==> src/rtl/usr_shift_sequencer.sv <==
// usr_shift_sequencer: turns one "load X, shift N left/right with fill F" command into per-cycle shift-register controls
//   clk, reset (sync, active-low), in_valid/in_ready handshake, in_data/in_dir/in_count/in_fill command fields,
//   abort; drives sr_select (0 right, 1 left, 2 load, 3 hold), sr_pdin, sr_l_in, sr_r_in; status busy, done, aborted
module usr_shift_sequencer #(
  parameter int WIDTH = 4,
  parameter int CNT_W = 3
) (
  input  logic             clk,
  input  logic             reset,
  input  logic             in_valid,
  output logic             in_ready,
  input  logic [WIDTH-1:0] in_data,
  input  logic             in_dir,
  input  logic [CNT_W-1:0] in_count,
  input  logic             in_fill,
  input  logic             abort,
  output logic [1:0]       sr_select,
  output logic [WIDTH-1:0] sr_pdin,
  output logic             sr_l_in,
  output logic             sr_r_in,
  output logic             busy,
  output logic             done,
  output logic             aborted
);
  typedef enum logic [1:0] {IDLE, LOAD, SHIFT, DONE} state_t;
  localparam logic [CNT_W-1:0] MAX_CNT = CNT_W'(WIDTH);
  state_t state, state_n;
  logic [CNT_W-1:0] cnt, cnt_n;
  logic [WIDTH-1:0] data_n;
  logic dir, dir_n, fill, fill_n, ab_n;
  // sr_pdin doubles as the captured-data register; outputs are registered from the next state
  always_comb begin
    state_n = state;
    cnt_n = cnt;
    data_n = sr_pdin;
    dir_n = dir;
    fill_n = fill;
    ab_n = 1'b0;
    case (state)
      IDLE: if (in_valid && in_ready) begin
        state_n = LOAD;
        data_n = in_data;
        dir_n = in_dir;
        fill_n = in_fill;
        cnt_n = in_count > MAX_CNT ? MAX_CNT : in_count;
      end
      LOAD: begin
        ab_n = abort;
        state_n = (abort || cnt == '0) ? DONE : SHIFT;
      end
      SHIFT: begin
        cnt_n = cnt - 1'b1;
        ab_n = abort;
        state_n = (abort || cnt == CNT_W'(1)) ? DONE : SHIFT;
      end
      default: state_n = IDLE;
    endcase
  end
  always_ff @(posedge clk) begin
    if (!reset) begin
      state <= IDLE;
      cnt <= '0;
      dir <= 1'b0;
      fill <= 1'b0;
      in_ready <= 1'b0;
      sr_select <= 2'd3;
      sr_pdin <= '0;
      sr_l_in <= 1'b0;
      sr_r_in <= 1'b0;
      busy <= 1'b0;
      done <= 1'b0;
      aborted <= 1'b0;
    end else begin
      state <= state_n;
      cnt <= cnt_n;
      dir <= dir_n;
      fill <= fill_n;
      in_ready <= state_n == IDLE;
      sr_select <= state_n == LOAD ? 2'd2 : state_n == SHIFT ? {1'b0, dir_n} : 2'd3;
      sr_pdin <= data_n;
      sr_l_in <= state_n == SHIFT && fill_n;
      sr_r_in <= state_n == SHIFT && fill_n;
      busy <= state_n != IDLE;
      done <= state_n == DONE;
      aborted <= ab_n;
    end
  end
endmodule

==> config.mk <==
export PLATFORM = sky130hd
export DESIGN_NAME = usr_shift_sequencer
export DESIGN_NICKNAME = d
export VERILOG_FILES = /design/src/rtl/usr_shift_sequencer.sv
export SDC_FILE = /design/constraint.sdc
export NUM_CORES = 1
export LEC_CHECK = 0
export ABC_CLOCK_PERIOD_IN_PS = 1600
export BUFFER_PORTS_ARGS = -buffer_cell sky130_fd_sc_hd__buf_2
export CAP_MARGIN = 20
export CORE_UTILIZATION = 28
export CTS_CLUSTER_SIZE = 25
export DETAILED_ROUTE_END_ITERATION = 7
export HOLD_SLACK_MARGIN = 0.02
export PLACE_DENSITY_LB_ADDON = 0.05
export SLEW_MARGIN = 30
export SYNTH_ARGS = -nofsm -noshare
export SYNTH_HDL_FRONTEND = slang
export SYNTH_SLANG_ARGS = --single-unit
==> constraint.sdc <==
create_clock -name clk -period 1.6 [get_ports clk]
set_input_delay 0.08 -clock clk [delete_from_list [all_inputs] [get_ports clk]]
set_output_delay 0.08 -clock clk [all_outputs]
set_load 0.02 [all_outputs]
==> flow_metrics.tcl, run 1 <==
set metrics [dict create \
    syn_inst 92 \
    synth_top_family_by_area "simple AND/OR/NAND/NOR gates" \
    num_rows 20 \
    clock-sinks 18 \
    startpoint "state[0]$_SDFF_PN0_" \
    io_buffers 24 \
    pwr-share-clk 0.146 \
    min-delay-start "in_data[3]" \
    crit_chain "inv_1 > ha_2 > or3b_4 > o22ai_4 > mux2i_1" \
    layout-drive-gt1-share 0.3471 \
    grt_first_pass_wirelength_microns 2911 \
    drt-total-wl_microns 1834 \
    synth_fp_nets 111 \
    sw_frac_of_total 0.3953 \
    cp.arrival_ps 1790 \
    synth_cell_types 37 \
    synth.cell_area_sq_um 915.9 \
    max_freq_mhz 640.3 \
    cts_buffers 3 \
    clockBufferDepth 2 \
    synthMuxAreaShare 0.03689 \
    final.min_clock_period_ps 1562 \
    timing.slew.headroom 0.7225 \
    num_vias 718 \
    seq_area_frac_synth 0.3934 \
    setup_viol 0 \
    p_int_uw 1211 \
    synth_fa_ha_area_frac 0.08197 \
    gp_congestion 0.6672 \
    cts_tree "built" \
    hold_end "sr_pdin[3]$_SDFFE_PN0P_" \
    finalNetCount 141 \
    synth_top_area_share 0.3934 \
    fillers 331 \
    drc_errors 0 \
    drv_cap 0 \
    regToRegSetupSlack_ps 40 \
    post_cts_buffers 0 \
    crit_path_start_kind "flip-flop" \
    grt_pass1_vias 680 \
    placed_area_sq_um 1084 \
    diodes 0 \
    synth_compound_area_frac 0.1762 \
    die_y_microns 59.19 \
    overflow 0 \
    clock_latency_ps 300 \
    ir_drop_v 0.0005839 \
    place_hpwl_microns 1400 \
    avgViaCountPerCell 4.352 \
    die_x_microns 59.19 \
    synth_top_area_cell "dfxtp_1" \
    final_common_cell "buf_2" \
    worstSetupEndpointType "flip-flop" \
    ant_nets 0 \
    hold_class "in2reg" \
    grt_max_degree 17 \
    grt_usage 0.1156 \
    r2r_cells 5 \
    synth_xor_area_frac 0 \
    dieArea_sq_um 3503 \
    crit_fanout 3 \
    yosys_warnings 0 \
    crit_slowest_cell "or3b_4" \
    reg2reg_to "sr_select[0]$_SDFF_PN1_" \
    critPathKind "reg2reg" \
    tightestPinTransition_ps 416.2 \
    final-hold-violation-count 0 \
    hold_slack_ps 28.41 \
    netlist_top_cells_area "dfxtp_1, ha_1, nand2_1" \
    syn_area_per_cell_sq_um 9.955 \
    antenna_found_initial 0 \
    syn_to_final_growth_pct 27.73 \
    layoutNonFillerInstCount 165 \
    path_clk_slew_ps 120 \
    run_status "finished clean" \
    fin_area_sq_um 1170 \
    synth-edff-count 0 \
    dpl.cell_count 159 \
    p_sw_uw 791.5 \
    p_per_area_nw_per_um2 1712 \
    r2r-start "state[0]$_SDFF_PN0_" \
    combPwrFrac 0.536 \
    leakagePower_uw 0.0005008 \
    dr.pass1.iters 4 \
    cp.required_ps 1830 \
    period_share 0.9761 \
    clockRootBuffer "clkbuf_4" \
    hold_path_depth 3 \
    drtIter0Drc 9 \
    drv_slew 0 \
    synthFlopType "dfxtp_1" \
    worst_path_largest_cell_delay_ps 400 \
    synth-simple-area-share 0.2377 \
    ioPinCount 25 \
    fin_ws_ps 38.23 \
    final_util 0.3801 \
    htreeDepth 1 \
    pre_cts_ws_ps 69.59 \
    fin_skew_ps 10.98 \
    ys_ff_latch 18 \
    p_seq_frac 0.319 \
    wl_per_cell_microns 11.12 \
    rsz0062_at_grt "true" \
    start_util 0.2976 \
    mostFrequentLayoutCells "buf_2, dfxtp_1, nand2_1" \
    async_flop_share 0 \
    core_area_sq_um 3078 \
]
[area by class of cell]
cell class                      instances  area (sq um)  share of cell area
Clock buffer                            4         36.28             0.03102
Inverter                                8         30.03             0.02567
Multi-Input combinational cell         61         516.7              0.4417
Sequential cell                        18         361.6              0.3091
Tap cell                               44         55.05             0.04706
Timing Repair Buffer                   30         170.2              0.1455
[synthesized netlist by cell type (2+ instances only)]
library cell / number
a21boi_0: 4
o21a_1: 2
ha_1: 6
nor3b_1: 2
dfxtp_1: 18
nor2_1: 2
nor2b_1: 2
and2_1: 3
mux2i_1: 2
and3_1: 3
nand3b_1: 2
buf_4: 3
nand2_1: 10
inv_1: 8
nand2b_1: 3
[per-layer routing]
metal | share of wire | up-vias | wire length (microns) | track usage
li1 | - | 375 | - | -
met1 | 0.49 | 319 | 893 | 0.1348
met2 | 0.45 | 19 | 829 | 0.1910
met3 | 0.038 | 5 | 69 | 0.02620
met4 | 0.023 | 0 | 43 | 0.07143
met5 | 0 | - | 0 | 0
[through the flow]
step | total power, uW | setup TNS, ps
final | 2002 | 0
after global routing | 2158 | -19.33
after CTS | 1931 | 0
after detailed placement | 1626 | 0
after global placement | 1621 | 0
after floorplan | 1384 | 0
[cells by family after synthesis]
| group | after synthesis |
|---|---|
| compound gates | 17 |
| fa+ha+maj | 6 |
| buf+inv | 13 |
| flops | 18 |
| mux | 3 |
| simple gates | 35 |
[power by group through the flow]
stage / clock (uW) / combinational [uW] / sequential, uW
after floorplan: 0 / 661 / 723
after global placement: 0 / 980 / 641
after detailed placement: 0 / 983 / 643
after CTS: 304 / 993 / 634
after global routing: 327 / 1180 / 654
final: 291 / 1070 / 638
[timing repair]
action	CTS	global route
resized for setup	0	6
hold endpoints to repair	2	0
hold buffers	2	0
endpoints found under the setup margin	0	3
[registers in the layout, summed over array words and instances (netlist names)]
signal and count:
aborted 1, busy 1, cnt 3, dir 1, done 1, fill 1
in_ready 1, sr_pdin 4, sr_r_in 1, sr_select 2, state 2
[how the worst max path moves through the flow]
stage / slack [ps] / endpoint / cells past startpoint
after floorplan: 80 / sr_select[0]$_SDFF_PN1_ / 5
after global placement: 90 / sr_select[0]$_SDFF_PN1_ / 5
after detailed placement: 70 / sr_select[0]$_SDFF_PN1_ / 5
after CTS: 30 / sr_select[0]$_SDFF_PN1_ / 5
after global routing: -20 / sr_select[0]$_SDFF_PN1_ / 5
final: 40 / sr_select[0]$_SDFF_PN1_ / 5
[worst max-delay path: cells and delay by family, from the launching register on]
kind	cells	cell delay, ps
multiplexers	1	190
flip-flops	1	370
AO/OA/AOI/OAI	1	140
adder cells (fa/ha/maj)	1	320
AND/OR/NAND/NOR	1	400
buffers and inverters	1	70
No activity file was read; power rests on OpenSTA's default activity.
==> inputs of run 2 (changes only) <==
--- a/config.mk
+++ b/config.mk
@@ -12,7 +12,6 @@
 export CTS_CLUSTER_SIZE = 25
 export DETAILED_ROUTE_END_ITERATION = 7
 export HOLD_SLACK_MARGIN = 0.02
-export PLACE_DENSITY_LB_ADDON = 0.05
 export SLEW_MARGIN = 30
 export SYNTH_ARGS = -nofsm -noshare
 export SYNTH_HDL_FRONTEND = slang
==> run 2 against run 1 <==
Against the previous run: critical path depth did not move; die area did not move; final cell count fell by 0.61%; via count rose by 0.28%; first-iteration DRC count rose by 11%; power fell by 9.3%; critical path type unchanged; critical endpoint unchanged.
==> flow_metrics.tcl, run 2 (same netlist as run 1, synthesis figures left out) <==
set metrics [dict create \
    ir_drop_v 0.0007779 \
    drc_errors 0 \
    crit_path_start_kind "flip-flop" \
    top_register "sr_pdin" \
    tightestPinTransition_ps 328.7 \
    cp_top_family "simple AND/OR/NAND/NOR gates" \
    sw_frac_of_total 0.3943 \
    setup_viol 0 \
    fin_area_sq_um 1130 \
    clock_latency_ps 290 \
    fin_skew_ps 0.9303 \
    clockRootBuffer "clkbuf_4" \
    placed_area_sq_um 1076 \
    drtIter0Drc 10 \
    fillers 324 \
    largest_register_ffs 4 \
    grt_max_degree 17 \
    ant_nets 0 \
    final.min_clock_period_ps 1503 \
    layout-drive-gt1-share 0.3167 \
    die_y_microns 59.19 \
    top_regs "sr_pdin: 4 flops, cnt: 3 flops" \
    final-hold-violation-count 0 \
    post_cts_buffers 0 \
    final_common_cell "buf_2" \
    worst_path_largest_cell_delay_ps 390 \
    start_util 0.2976 \
    clock-sinks 18 \
    die_x_microns 59.19 \
    run_status "finished clean" \
    pwr-share-clk 0.122 \
    num_rows 20 \
    wl_per_cell_microns 10.86 \
    timing.slew.headroom 0.7809 \
    p_per_area_nw_per_um2 1608 \
    grt_usage 0.1179 \
    core_area_sq_um 3078 \
    final_util 0.3671 \
    worstSetupEndpointType "flip-flop" \
    multi_input_area_sq_um 488.0 \
    cp.required_ps 1820 \
    drv_slew 0 \
    avgViaCountPerCell 4.390 \
    antenna_found_initial 0 \
    cp.arrival_ps 1730 \
    crit_chain "inv_1 > ha_1 > or3b_4 > o22ai_2 > mux2i_1" \
    finalNetCount 141 \
    clockBufferDepth 2 \
    p_int_uw 1100 \
    crit_fanout 3 \
    p_total_uw 1817 \
    seqCellArea_sq_um 361.6 \
    p_sw_uw 716.5 \
    p_seq_frac 0.350 \
    diodes 0 \
    hold_class "in2reg" \
    overflow 0 \
    rsz0062_at_grt "false" \
    path_clk_slew_ps 100 \
    io_buffers 24 \
    max_freq_mhz 665.2 \
    num_vias 720 \
    syn_to_final_growth_pct 23.36 \
    leakagePower_uw 0.0004947 \
    crit_slowest_cell "or3b_4" \
    critPathKind "reg2reg" \
    period_share 0.9396 \
    drv_cap 0 \
    grt_pass1_vias 724 \
    dieArea_sq_um 3503 \
    combPwrFrac 0.528 \
    place_hpwl_microns 1391 \
    mostFrequentLayoutCells "buf_2, dfxtp_1, nand2_1" \
    gp_congestion 0.7160 \
    htreeDepth 1 \
    finalSetupTns_ps 0 \
    drt-total-wl_microns 1781 \
    grt_first_pass_wirelength_microns 3008 \
    crit_buf_inv 1 \
    dr.pass1.iters 4 \
    cts_buffers 3 \
    cts_tree "built" \
    ioPinCount 25 \
]
[run 2: changes by cell type in the layout (fill, tap and decap cells not counted), sizes merged]
| cell | delta |
|---|---|
| buf | -1 |
| clkbuf | -1 |
| dlygate4sd3 | +1 |
[run 2: layout make-up]
cell class | instances | area share
multi-input cells | 61 | 0.4319
flip-flops and latches | 18 | 0.3200
repair buffers | 30 | 0.1528
well taps | 44 | 0.04873
inverters | 8 | 0.02658
clock buffers | 3 | 0.01993
[run 2: final timing paths]
path              cells after the start               startpoint  slack [ps]                 endpoint
hold reg to reg                       2  sr_pdin[1]$_SDFFE_PN0P_         460  sr_pdin[1]$_SDFFE_PN0P_
setup reg to reg                      5      state[1]$_SDFF_PN0_         100  sr_select[0]$_SDFF_PN1_
setup / recovery                      5      state[1]$_SDFF_PN0_         100  sr_select[0]$_SDFF_PN1_
hold / removal                        3               in_data[3]          30  sr_pdin[3]$_SDFFE_PN0P_
[run 2: power groups by stage]
stage,Sequential [uW],Clock (uW),Combinational (uW)
after floorplan,723,0,661
after global placement,640,0,939
after detailed placement,642,0,964
after CTS,635,242,971
after global routing,650,257,1060
final,635,222,960
[run 2: worst register-to-register path, stage by stage, from the launching register on]
cell and delay (ps):
dfxtp_1 370, inv_1 50, ha_1 280, or3b_4 390, o22ai_2 150, mux2i_1 200
[run 2: repair_timing]
| action | CTS | global route |
|---|---|---|
| setup endpoints to repair | 0 | 1 |
| resized for setup | 0 | 1 |
| hold buffers | 3 | 0 |
| hold endpoints to repair | 3 | 0 |
[run 2: stage by stage]
step | setup slack, ps | instances | hold WS [ps]
CTS | 50.76 | 164 | 23.60
detailed placement | 78.25 | 158 | 335.2
finish | 96.64 | 164 | 34.59
global placement | 136.2 | 158 | 331.9
global route | 26.35 | 164 | 43.54
floorplan | 83.90 | 92 | 209.1
[run 2: metal layers]
layer / GRT usage / vias to the layer above / wire length (microns)
met2: 0.2247 / 20 / 935
met1: 0.1173 / 325 / 763
met5: 0 / - / 0
met4: 0.04082 / 0 / 17
met3: 0.03930 / 2 / 65
li1: - / 373 / -
